==> config.mk <==
export PLATFORM = sky130hd
export DESIGN_NAME = sram_arbiter
export DESIGN_NICKNAME = d
export VERILOG_FILES = /design/src/rtl/sram_arbiter.sv
export SDC_FILE = /design/constraint.sdc
export NUM_CORES = 1
export LEC_CHECK = 0
export BUFFER_PORTS_ARGS = -buffer_cell sky130_fd_sc_hd__buf_2
export CAP_MARGIN = 25
export CORE_AREA = 2 2 130 132
export DETAILED_ROUTE_END_ITERATION = 8
export DIE_AREA = 0 0 132 134
export HOLD_SLACK_MARGIN = 0.15
export PLACE_DENSITY = 0.65
export SETUP_SLACK_MARGIN = 0.1
export SLEW_MARGIN = 25
export SYNTH_ARGS = -nofsm -noshare
export SYNTH_HDL_FRONTEND = slang
export SYNTH_SLANG_ARGS = --single-unit
==> constraint.sdc <==
create_clock -name i_clock -period 1.6 [get_ports i_clock]
set_input_delay 0.32 -clock i_clock [delete_from_list [all_inputs] [get_ports i_clock]]
set_output_delay 0.32 -clock i_clock [all_outputs]
set_load 0.01 [all_outputs]
==> src/rtl/sram_arbiter.sv <==
// rtl/sram_arbiter.sv - three-requester round-robin arbiter in front of a single-outstanding SRAM port
module sram_arbiter #(
  parameter int RELEASE_CYCLES = 1
) (
  input  logic        i_clock,
  input  logic        i_reset,
  input  logic [2:0]  i_request,
  input  logic [2:0]  i_rw,
  input  logic [95:0] i_address,
  input  logic [95:0] i_wdata,
  output logic [31:0] o_rdata,
  output logic [2:0]  o_ready,
  output logic [2:0]  o_grant,
  output logic        o_bus_request,
  output logic        o_bus_rw,
  output logic [31:0] o_bus_address,
  output logic [31:0] o_bus_wdata,
  input  logic [31:0] i_bus_rdata,
  input  logic        i_bus_ready
);

  localparam logic [1:0] S_IDLE    = 2'd0;
  localparam logic [1:0] S_BUSY    = 2'd1;
  localparam logic [1:0] S_RELEASE = 2'd2;

  // Release counter only needs to reach RELEASE_CYCLES-1.
  localparam int            CW     = (RELEASE_CYCLES > 1) ? $clog2(RELEASE_CYCLES) : 1;
  localparam logic [CW-1:0] C_LAST = CW'(RELEASE_CYCLES - 1);

  logic [1:0]    r_state;
  logic [CW-1:0] r_count;
  logic [1:0]    r_last_grant;
  logic [2:0]    r_grant;
  logic [2:0]    r_ready;
  logic          r_bus_request;
  logic          r_bus_rw;
  logic [31:0]   r_bus_address;
  logic [31:0]   r_bus_wdata;
  logic [31:0]   r_rdata;

  logic [1:0]    w_first;
  logic [1:0]    w_second;
  logic [1:0]    w_third;
  logic [1:0]    w_winner;
  logic          w_any;

  function automatic logic [1:0] next_rr(input logic [1:0] idx);
    return (idx == 2'd2) ? 2'd0 : idx + 2'd1;
  endfunction

  // Round-robin pick: the requester after the last owner is looked at first.
  always_comb begin
    w_first  = next_rr(r_last_grant);
    w_second = next_rr(w_first);
    w_third  = next_rr(w_second);
    w_any    = |i_request;
    w_winner = w_third;
    if (i_request[w_first]) begin
      w_winner = w_first;
    end else if (i_request[w_second]) begin
      w_winner = w_second;
    end else begin
      w_winner = w_third;
    end
  end

  // Transaction FSM: grant and latch in IDLE, wait for the SRAM in BUSY, hold the bus idle in RELEASE.
  always_ff @(posedge i_clock) begin
    if (i_reset) begin
      r_state       <= S_IDLE;
      r_count       <= '0;
      r_last_grant  <= 2'd2;
      r_grant       <= 3'b000;
      r_ready       <= 3'b000;
      r_bus_request <= 1'b0;
      r_bus_rw      <= 1'b0;
      r_bus_address <= 32'd0;
      r_bus_wdata   <= 32'd0;
      r_rdata       <= 32'd0;
    end else begin
      case (r_state)
        S_IDLE: begin
          if (w_any) begin
            r_state       <= S_BUSY;
            r_grant       <= 3'b001 << w_winner;
            r_last_grant  <= w_winner;
            r_bus_request <= 1'b1;
            r_bus_rw      <= i_rw[w_winner];
            r_bus_address <= i_address[{w_winner, 5'b00000} +: 32];
            r_bus_wdata   <= i_wdata[{w_winner, 5'b00000} +: 32];
          end
        end
        S_BUSY: begin
          if (i_bus_ready) begin
            r_state       <= S_RELEASE;
            r_bus_request <= 1'b0;
            r_ready       <= r_grant;
            r_count       <= '0;
            // Writes leave the last read word visible.
            if (!r_bus_rw) begin
              r_rdata <= i_bus_rdata;
            end
          end
        end
        S_RELEASE: begin
          r_ready <= 3'b000;
          if (r_count == C_LAST) begin
            r_state <= S_IDLE;
            r_grant <= 3'b000;
          end else begin
            r_count <= r_count + 1'b1;
          end
        end
        default: begin
          r_state <= S_IDLE;
        end
      endcase
    end
  end

  assign o_rdata       = r_rdata;
  assign o_ready       = r_ready;
  assign o_grant       = r_grant;
  assign o_bus_request = r_bus_request;
  assign o_bus_rw      = r_bus_rw;
  assign o_bus_address = r_bus_address;
  assign o_bus_wdata   = r_bus_wdata;

endmodule

==> flow_summary_export.csv, run 1 <==
group,metric,value,unit
routing,ant_nets,0,
power_and_ir_drop,power.total,8.35,mW
global_routing,grt_pass1_vias,6089,
logic_synthesis,synth-async-reset-ratio,0,%
die,core_area,16300,um^2
final_layout,multi_input_area,3150,um^2
sta,worst_pin_slew,0.385,ns
clocking,cts_tree,"built",
final_layout,n_fill_cell,1568,
run_status,status,"finished, final reports clean",
critical_path,required,1.82,ns
critical_path,cp_num_buf_inv,1,
sta,relSlewSlack,74.1,%
die,die_x,132,um
place,portBuffers,336,
global_routing,grt_usage,22.3,%
sta,slew_viol_final,0,
place,gp_congestion,0.850,
logic_synthesis,syn_avg_cell_area,7.78,um^2
final_layout,area_growth,71.6,%
critical_path,crit_arrival,1.82,ns
clocking,holdBufCountCts,0,
clocking,cts_buffers,9,
critical_path,cp_max_fo,40,
logic_synthesis,synthTopCellsByCount,"dfxtp_1, a21oi_1, nand2_1, nand3_1, nor2_1",
clocking,clkTransAtPathRegs,0.08,ns
global_routing,antenna_found_initial,0,
clocking,worstSkewPairLatency,0.35,ns
clocking,htree_num_levels,3,
die,chipHeight,134,um
power_and_ir_drop,p_leak,3.83,nW
power_and_ir_drop,power.density,959,nW/um^2
logic_synthesis,syn_inst,652,
place,placed_area,7080,um^2
global_routing,global_route.overflow_total,0,
logic_synthesis,synth.most_common_cell,"dfxtp_1",
die,num_io_pins,337,
final_layout,final_layout_size_suffix_gt1_share,53.8,%
critical_path,cp-start-kind,"flip-flop",
global_routing,grt_pass1_wl,31700,um
sta,min_period,1.59,ns
logic_synthesis,yosysSeqAreaShare,42.6,%
critical_path,crit_chain,"or3_2 > buf_12 > a21oi_1 > a311oi_2",
logic_synthesis,synth_area_leader_cell,"dfxtp_1",
critical_path,slowest_delay,0.53,ns
power_and_ir_drop,worst_ir_drop_vdd,0.000642,V
routing,num_vias,6511,
routing,routed_wl,24400,um
logic_synthesis,synth_edf_count,0,
critical_path,crit_path_end_kind,"flip-flop",
run,drv_cap,0,
sta,skew,0.0103,ns
logic_synthesis,syn_nets,885,
critical_path,critPathTopFamily,"simple AND/OR/NAND/NOR gates",
routing,via_per_inst,5.35,
critical_path,slowest_stage,"or3_2",
place,place_hpwl,13500,um
final_layout,diodes,0,
final_layout,fin_area,8700,um^2
sta,setup_viol,0,
sta,clock.fmax,627,MHz
worst_hold_path,min_path_type,"primary input to flip-flop",
routing,firstDrtPassIters,6,
logic_synthesis,ys_top_cells_by_area,"dfxtp_1, a21oi_1, a311oi_1",
logic_synthesis,synth_seq_cells,108,
logic_synthesis,ys.warnings.count,0,
sta,hold_violations,0,
clocking,numClockSinks,108,
logic_synthesis,syn_area,5070,um^2
sta,min_period_over_period,99.6,%
routing,wl_per_cell,20.1,um
final_layout,register_area,2170,um^2
sta,rsz0062_at_grt,"yes",
die,start_util,31.1,%
global_routing,grt_start_max_net_pins,51,
logic_synthesis,synth_top_area_share,42.6,%
die,rows,47,
final_layout,nets,1225,
logic_synthesis,synth_cell_type_count,26,
routing,drt_iter0_markers,452,
critical_path,path_class,"flip-flop to flip-flop",
routing,drc,0,
clocking,clock_path_buffers,2,
logic_synthesis,yosys_most_used_dff,"dfxtp_1",
die,fp.dieArea,17700,um^2
clocking,root_buffer,"clkbuf_16",
==> through the flow <==
step | instances | util, % | worst slack (ns) | hold WS (ns) | setup TNS [ns]
after floorplan | 652 | - | 0.152 | 0.456 | 0
after global placement | 1167 | 43.5 | -0.0900 | 0.439 | -3.66
after detailed placement | 1167 | 43.5 | -0.126 | 0.445 | -4.22
after CTS | 1190 | 46.9 | 0.0588 | 0.184 | 0
after global routing | 1217 | 53.4 | -0.0398 | 0.191 | -0.187
final | 1217 | 53.4 | 0.00562 | 0.201 | 0
==> tightest hold or removal path, cell delays in order <==
cell	delay, ns
buf_2	0.09
nand2_1	0.04
a21oi_1	0.05
==> what timing repair did <==
item	in CTS	in global routing
gates cloned	4	23
resized for setup	30	148
pin swaps	2	79
endpoints found under the setup margin	67	73
buffers inserted	3	4
==> path summary, 6_finish.rpt <==
path | startpoint | end | slack [ns] | cells after the start
max | r_state[1]$_SDFFE_PP0P_ | o_bus_wdata[5]$_SDFFE_PP0P_ | 0.006 | 4
min | i_bus_rdata[6] | o_rdata[6]$_SDFFE_PP0P_ | 0.20 | 3
max reg2reg | r_state[1]$_SDFFE_PP0P_ | o_bus_wdata[5]$_SDFFE_PP0P_ | 0.006 | 4
min reg2reg | o_rdata[14]$_SDFFE_PP0P_ | o_rdata[14]$_SDFFE_PP0P_ | 0.45 | 2
==> layout by cell type, fill, tap and decap left out, types with 5 or more instances in the layout <==
cell type / n
buf_2: 335
dfxtp_1: 106
a21oi_1: 82
nand2_1: 74
nor2_1: 69
nand3_1: 39
a311oi_1: 39
a311oi_2: 26
clkbuf_16: 25
nand3_2: 23
o21ai_1: 23
o21ai_0: 22
a21oi_2: 21
o21ai_2: 21
buf_12: 15
buf_4: 15
buf_6: 9
nand3_4: 7
buf_8: 5
==> kinds of logic after synthesis <==
logic type,synth area share (%)
compound gates,30.6
simple gates,19.5
flops,42.6
buf+inv,7.25
==> routing by layer <==
| layer | track usage [%] | routed length (um) | vias to the layer above | part of all wire, % |
|---|---|---|---|---|
| met5 | 0 | 0 | - | 0 |
| met4 | 6.52 | 522 | 0 | 2.1 |
| met3 | 4.99 | 1770 | 43 | 7.3 |
| met2 | 38.8 | 12000 | 308 | 49 |
| met1 | 27.5 | 10200 | 3098 | 42 |
| li1 | - | - | 3062 | - |
==> sequential cells by signal, summed over array words and instances, names as in the netlist <==
signal         count
r_last_grant       2
r_state            2
o_rdata           32
o_bus_wdata       32
o_bus_rw           1
o_grant            3
o_bus_request      1
o_ready            3
o_bus_address     32
==> cell type report <==
type / instances / area share, %
flip-flops and latches: 108 / 24.9
inverters: 2 / 0.0862
well taps: 220 / 3.16
clock inverters: 7 / 0.819
repair buffers: 400 / 32.3
multi-input cells: 471 / 36.2
clock buffers: 9 / 2.59
==> report_power, final <==
| part | internal [mW] | total (mW) | switching [mW] | leakage (nW) |
|---|---|---|---|---|
| sequential | 2.98 | 3.14 | 0.155 | 0.892 |
| clock | 1.10 | 2.23 | 1.13 | 0.145 |
| combinational | 1.36 | 2.98 | 1.63 | 2.80 |
No activity file was read; power rests on OpenSTA's default activity.
==> inputs of run 2 (changes only) <==
Settings changed: REMOVE_ABC_BUFFERS set to 1.
==> run 2 against run 1 <==
Effect of this change: worst setup slack gained 0.070 ns; register-to-register slack better by 0.07 ns; clock skew up 0.0011 ns; combinational power down 10%; global-route usage is 0.87 points lower; critical path depth grew 2; clock power barely moved; power is 3.5% lower; first-iteration DRC count shrank 23%; die area did not move; flip-flop and latch count did not move; highest routed layer unchanged; count of clock-buffer cells in the layout up 2.
==> flow_summary_export.csv, run 2 (same netlist as run 1, synthesis figures left out) <==
group,metric,value,unit
sta,hold_violations,0,
sta,worst_pin_slew,0.271,ns
sta,min_period_over_period,95.3,%
clocking,cts_buffers,9,
place,gp_congestion,0.813,
sta,skew,0.0114,ns
global_routing,grt_start_max_net_pins,54,
die,num_io_pins,337,
worst_hold_path,min_path_type,"primary input to flip-flop",
routing,firstDrtPassIters,5,
power_and_ir_drop,p_leak,3.62,nW
final_layout,nets,1213,
critical_path,cp-start-kind,"flip-flop",
routing,ant_nets,0,
critical_path,cp_num_buf_inv,2,
routing,via_per_inst,5.27,
critical_path,crit_chain,"nor3b_4 > a31o_4 > buf_12 > buf_8 > a21oi_1 > a311oi_1",
critical_path,crit_path_end_kind,"flip-flop",
place,portBuffers,336,
die,die_x,132,um
global_routing,global_route.overflow_total,0,
run_status,status,"finished, final reports clean",
critical_path,critPathTopFamily,"compound AO/OA/AOI/OAI gates",
clocking,clock_path_buffers,2,
critical_path,required,1.86,ns
sta,clock.fmax,656,MHz
sta,min_period,1.52,ns
global_routing,grt_pass1_wl,30400,um
power_and_ir_drop,power.density,999,nW/um^2
clocking,holdBufCountCts,0,
sta,relSlewSlack,81.9,%
sta,rsz0062_at_grt,"yes",
routing,drt_iter0_markers,350,
die,fp.dieArea,17700,um^2
die,core_area,16300,um^2
clocking,htree_num_levels,3,
place,place_hpwl,14100,um
final_layout,layout_common_cells,"buf_2, dfxtp_1, a21oi_1",
global_routing,grt_pass1_vias,5928,
critical_path,cp_max_fo,8,
final_layout,diodes,0,
routing,wl_per_cell,18.6,um
place,place_ws,-0.104,ns
run,drv_cap,0,
clocking,worstSkewPairLatency,0.36,ns
clocking,cts_tree,"built",
sta,worst_slack,0.0751,ns
die,rows,47,
power_and_ir_drop,worst_ir_drop_vdd,0.000515,V
clocking,root_buffer,"clkbuf_16",
sta,hold_ws,0.193,ns
sta,slew_viol_final,0,
global_routing,grt_usage,21.4,%
critical_path,path_class,"flip-flop to flip-flop",
critical_path,slowest_stage,"dfxtp_4",
global_routing,antenna_found_initial,0,
routing,routed_wl,22400,um
clocking,numClockSinks,108,
routing,drc,0,
final_layout,area_growth,59.0,%
clocking,clkTransAtPathRegs,0.08,ns
sta,setup_viol,0,
routing,num_vias,6353,
critical_path,crit_arrival,1.79,ns
final_layout,final_layout_size_suffix_gt1_share,46.2,%
die,start_util,31.1,%
final_layout,layout_commonest_cell,"buf_2",
critical_path,slowest_delay,0.39,ns
die,chipHeight,134,um
[run 2: cell count changes in the layout (fill, tap and decap cells not counted), moves of 6 or more]
cell,before,now
o21ai_0,22,48
nand3_2,23,0
o21ai_2,21,1
nand3_1,39,69
nand3_4,7,0
a311oi_2,26,15
a311oi_1,39,50
clkbuf_16,25,19
[run 2: worst register-to-register path, delay by kind of cell, from the launching register on]
| kind | cells | cell delay, ns |
|---|---|---|
| and+or+nand+nor | 1 | 0.23 |
| AOI/OAI and AO/OA | 3 | 0.50 |
| DFF | 1 | 0.39 |
| buffers and inverters | 2 | 0.32 |
[run 2: per-stage QoR]
stage / cell area [um^2] / utilization, % / power (mW) / cells / setup TNS [ns]
2_1_floorplan: 4710 / - / 4.27 / 581 / -118.69
3_3_place_gp: 7120 / 43.7 / 5.42 / 1163 / -1.33
5_1_grt: 8070 / 49.5 / 8.45 / 1205 / 0
4_1_cts: 7540 / 46.3 / 7.75 / 1185 / 0
3_5_place_dp: 7120 / 43.7 / 5.44 / 1163 / -2.31
6_report: 8070 / 49.5 / 8.06 / 1205 / 0
[run 2: area by class of cell]
cell class,instances,area (um^2)
Tap cell,220,275
Clock inverter,5,42.5
Fill cell,1600,8220
Inverter,2,7.51
Sequential cell,108,2170
Timing Repair Buffer,388,2570
Clock buffer,11,253
Multi-Input combinational cell,471,2750
[run 2: where the power goes]
group | internal, mW | switching [mW] | total [mW]
combinational | 1.21 | 1.47 | 2.68
clock | 1.17 | 1.08 | 2.24
sequential | 2.98 | 0.155 | 3.14
[run 2: final timing paths]
check,start,to,slack [ns],cells past startpoint
hold reg to reg,o_rdata[27]$_SDFFE_PP0P_,o_rdata[27]$_SDFFE_PP0P_,0.45,2
setup reg to reg,r_last_grant[1]$_SDFFE_PP1P_,o_bus_wdata[18]$_SDFFE_PP0P_,0.08,6
hold / removal,i_bus_rdata[12],o_rdata[12]$_SDFFE_PP0P_,0.19,3
setup / recovery,r_last_grant[1]$_SDFFE_PP1P_,o_bus_wdata[18]$_SDFFE_PP0P_,0.08,6
[run 2: metal layers]
layer / up-vias / GRT usage [%] / routed length [um]
met5: - / 0 / 0
met4: 0 / 8.21 / 667
met3: 37 / 4.35 / 1970
met2: 372 / 37.0 / 11000
met1: 2917 / 26.2 / 8760
li1: 3027 / - / -
[run 2: what timing repair did]
item,4_1_cts,5_1_grt
endpoints found under the setup margin,65,67
hold endpoints to repair,0,0
pin swaps,2,52
gates cloned,2,13
buffers inserted,4,7
resized for setup,8,50
==> inputs of run 3 (changes only) <==
Settings changed: CORE_AREA 2 2 130 132 to 5 5 129 131, DIE_AREA 0 0 132 134 to 0 0 134 136, PLACE_DENSITY 0.65 to 0.69.
==> run 3 against run 2 <==
Effect of this change: sequential power barely moved; largest cell class unchanged; die area rose by 3.0%; worst setup slack got worse by 0.056 ns; clock power rose by 6%; wire length rose by 3.6%; register-to-register slack got worse by 0.06 ns; highest routed layer unchanged.
==> flow_summary_export.csv, run 3 (same netlist as run 1, synthesis figures left out) <==
group,metric,value,unit
clocking,numClockSinks,108,
place,placed_area,7140,um^2
worst_hold_path,min_path_type,"primary input to flip-flop",
routing,firstDrtPassIters,5,
critical_path,crit_chain,"nand2b_4 > o211ai_4 > buf_12 > clkbuf_16 > nand3_1 > a311oi_1",
clocking,cts_buffers,9,
clocking,cts_tree,"built",
critical_path,cp_max_fo,8,
sta,rsz0062_at_grt,"yes",
critical_path,required,1.85,ns
place,gp_congestion,0.799,
critical_path,crit_path_end_kind,"flip-flop",
final_layout,final_layout_size_suffix_gt1_share,49.4,%
global_routing,grtUsageMet3,5.63,%
die,num_io_pins,337,
routing,routed_wl,23200,um
critical_path,slowest_stage,"dfxtp_4",
global_routing,antenna_found_initial,2,
sta,hold_ws,0.196,ns
final_layout,fin_area,8220,um^2
place,place_ws,-0.104,ns
critical_path,r2r_slack,0.02,ns
die,fp.dieArea,18200,um^2
global_routing,grt_usage,21.1,%
final_layout,nets,1211,
sta,setup_viol,0,
die,core_area,15500,um^2
sta,worst_slack,0.0188,ns
clocking,htree_num_levels,3,
die,die_x,134,um
clocking,root_buffer,"clkbuf_16",
sta,tns,0,ns
routing,drt_iter0_markers,422,
die,rows,46,
global_routing,top_usage_layer,"met2",
sta,clock.fmax,632,MHz
critical_path,slowest_delay,0.40,ns
sta,slew_viol_final,0,
final_layout,layout_commonest_cell,"buf_2",
routing,wl_per_cell,19.7,um
critical_path,worstReg2RegStart,"r_last_grant[0]$_SDFFE_PP0P_",
place,place_hpwl,14700,um
routing,drc,0,
critical_path,startpoint,"r_last_grant[0]$_SDFFE_PP0P_",
power_and_ir_drop,power.density,1000,nW/um^2
power_and_ir_drop,power.total,8.22,mW
global_routing,met1_usage,25.2,%
power_and_ir_drop,worst_ir_drop_vdd,0.000513,V
routing,ant_nets,0,
global_routing,grt_pass1_vias,6083,
sta,min_period_over_period,98.8,%
place,portBuffers,336,
critical_path,cp-start-kind,"flip-flop",
routing,via_per_inst,5.48,
die,start_util,32.8,%
sta,hold_violations,0,
run_status,status,"finished, final reports clean",
final_layout,layout_common_cells,"buf_2, dfxtp_1, a21oi_1",
global_routing,grt_start_max_net_pins,68,
sta,min_period,1.58,ns
clocking,clkTransAtPathRegs,0.08,ns
global_routing,grt_util_met2,37.4,%
run,drv_cap,0,
global_routing,global_route.overflow_total,0,
worst_hold_path,min_from,"i_bus_rdata[30]",
clocking,worstSkewPairLatency,0.35,ns
clocking,clock_path_buffers,2,
power_and_ir_drop,p_leak,3.65,nW
sta,skew,0.00728,ns
sta,relSlewSlack,76.0,%
final_layout,area_growth,62.1,%
critical_path,crit_arrival,1.83,ns
clocking,holdBufCountCts,0,
routing,num_vias,6452,
sta,worst_pin_slew,0.359,ns
critical_path,path_class,"flip-flop to flip-flop",
die,chipHeight,136,um
global_routing,grt_pass1_wl,31100,um
-- run 3: cell count changes in the layout (fill, tap and decap cells not counted), sizes merged --
| cell | delta |
|---|---|
| clkinv | +2 |
| clkbuf | -1 |
| bufinv | +1 |
| buf | -2 |
| diode | +2 |
| bufbuf | -1 |
| inv | -1 |
-- run 3: worst max-delay path, delay by kind of cell, from the launching register on --
kind	cells	cell delay (ns)
DFF	1	0.40
and+or+nand+nor	2	0.18
AOI/OAI and AO/OA	2	0.53
buffers and inverters	2	0.36
-- run 3: repair_timing --
| item | CTS | global route |
|---|---|---|
| resized for setup | 5 | 76 |
| endpoints found under the setup margin | 65 | 66 |
| pin swaps | 2 | 32 |
| setup buffers | 2 | 3 |
| cloned | 1 | 12 |
-- run 3: worst paths after layout --
path	cells after the start	to
hold / removal	3	o_rdata[30]$_SDFFE_PP0P_
hold reg to reg	2	o_rdata[14]$_SDFFE_PP0P_
setup reg to reg	6	o_bus_address[9]$_SDFFE_PP0P_
setup / recovery	6	o_bus_address[9]$_SDFFE_PP0P_
-- run 3: per-layer routing --
metal / vias to the layer above / share of wire [%]
li1: 3024 / -
met1: 3039 / 39
met2: 352 / 49
met3: 37 / 9.2
met4: 0 / 2.2
met5: - / 0
-- run 3: through the flow --
stage	cells	util, %
6_report	1177	53.1
5_1_grt	1177	53.1
4_1_cts	1160	48.4
3_5_place_dp	1141	46.1
3_3_place_gp	1141	46.1
2_1_floorplan	581	-
-- run 3: area by class of cell --
cell class              count  area [um^2]
multi-input cells         471         2980
well taps                 192          240
clock buffers               9          225
repair buffers            386         2510
flip-flops and latches    108         2170
diodes                      2         5.00
inverters                   2         7.51
clock inverters             7         83.8
fillers                  1487         7260
-- run 3: power by group --
part	internal (mW)	switching (mW)
logic	1.21	1.49
clock network	1.25	1.13
registers	2.98	0.172
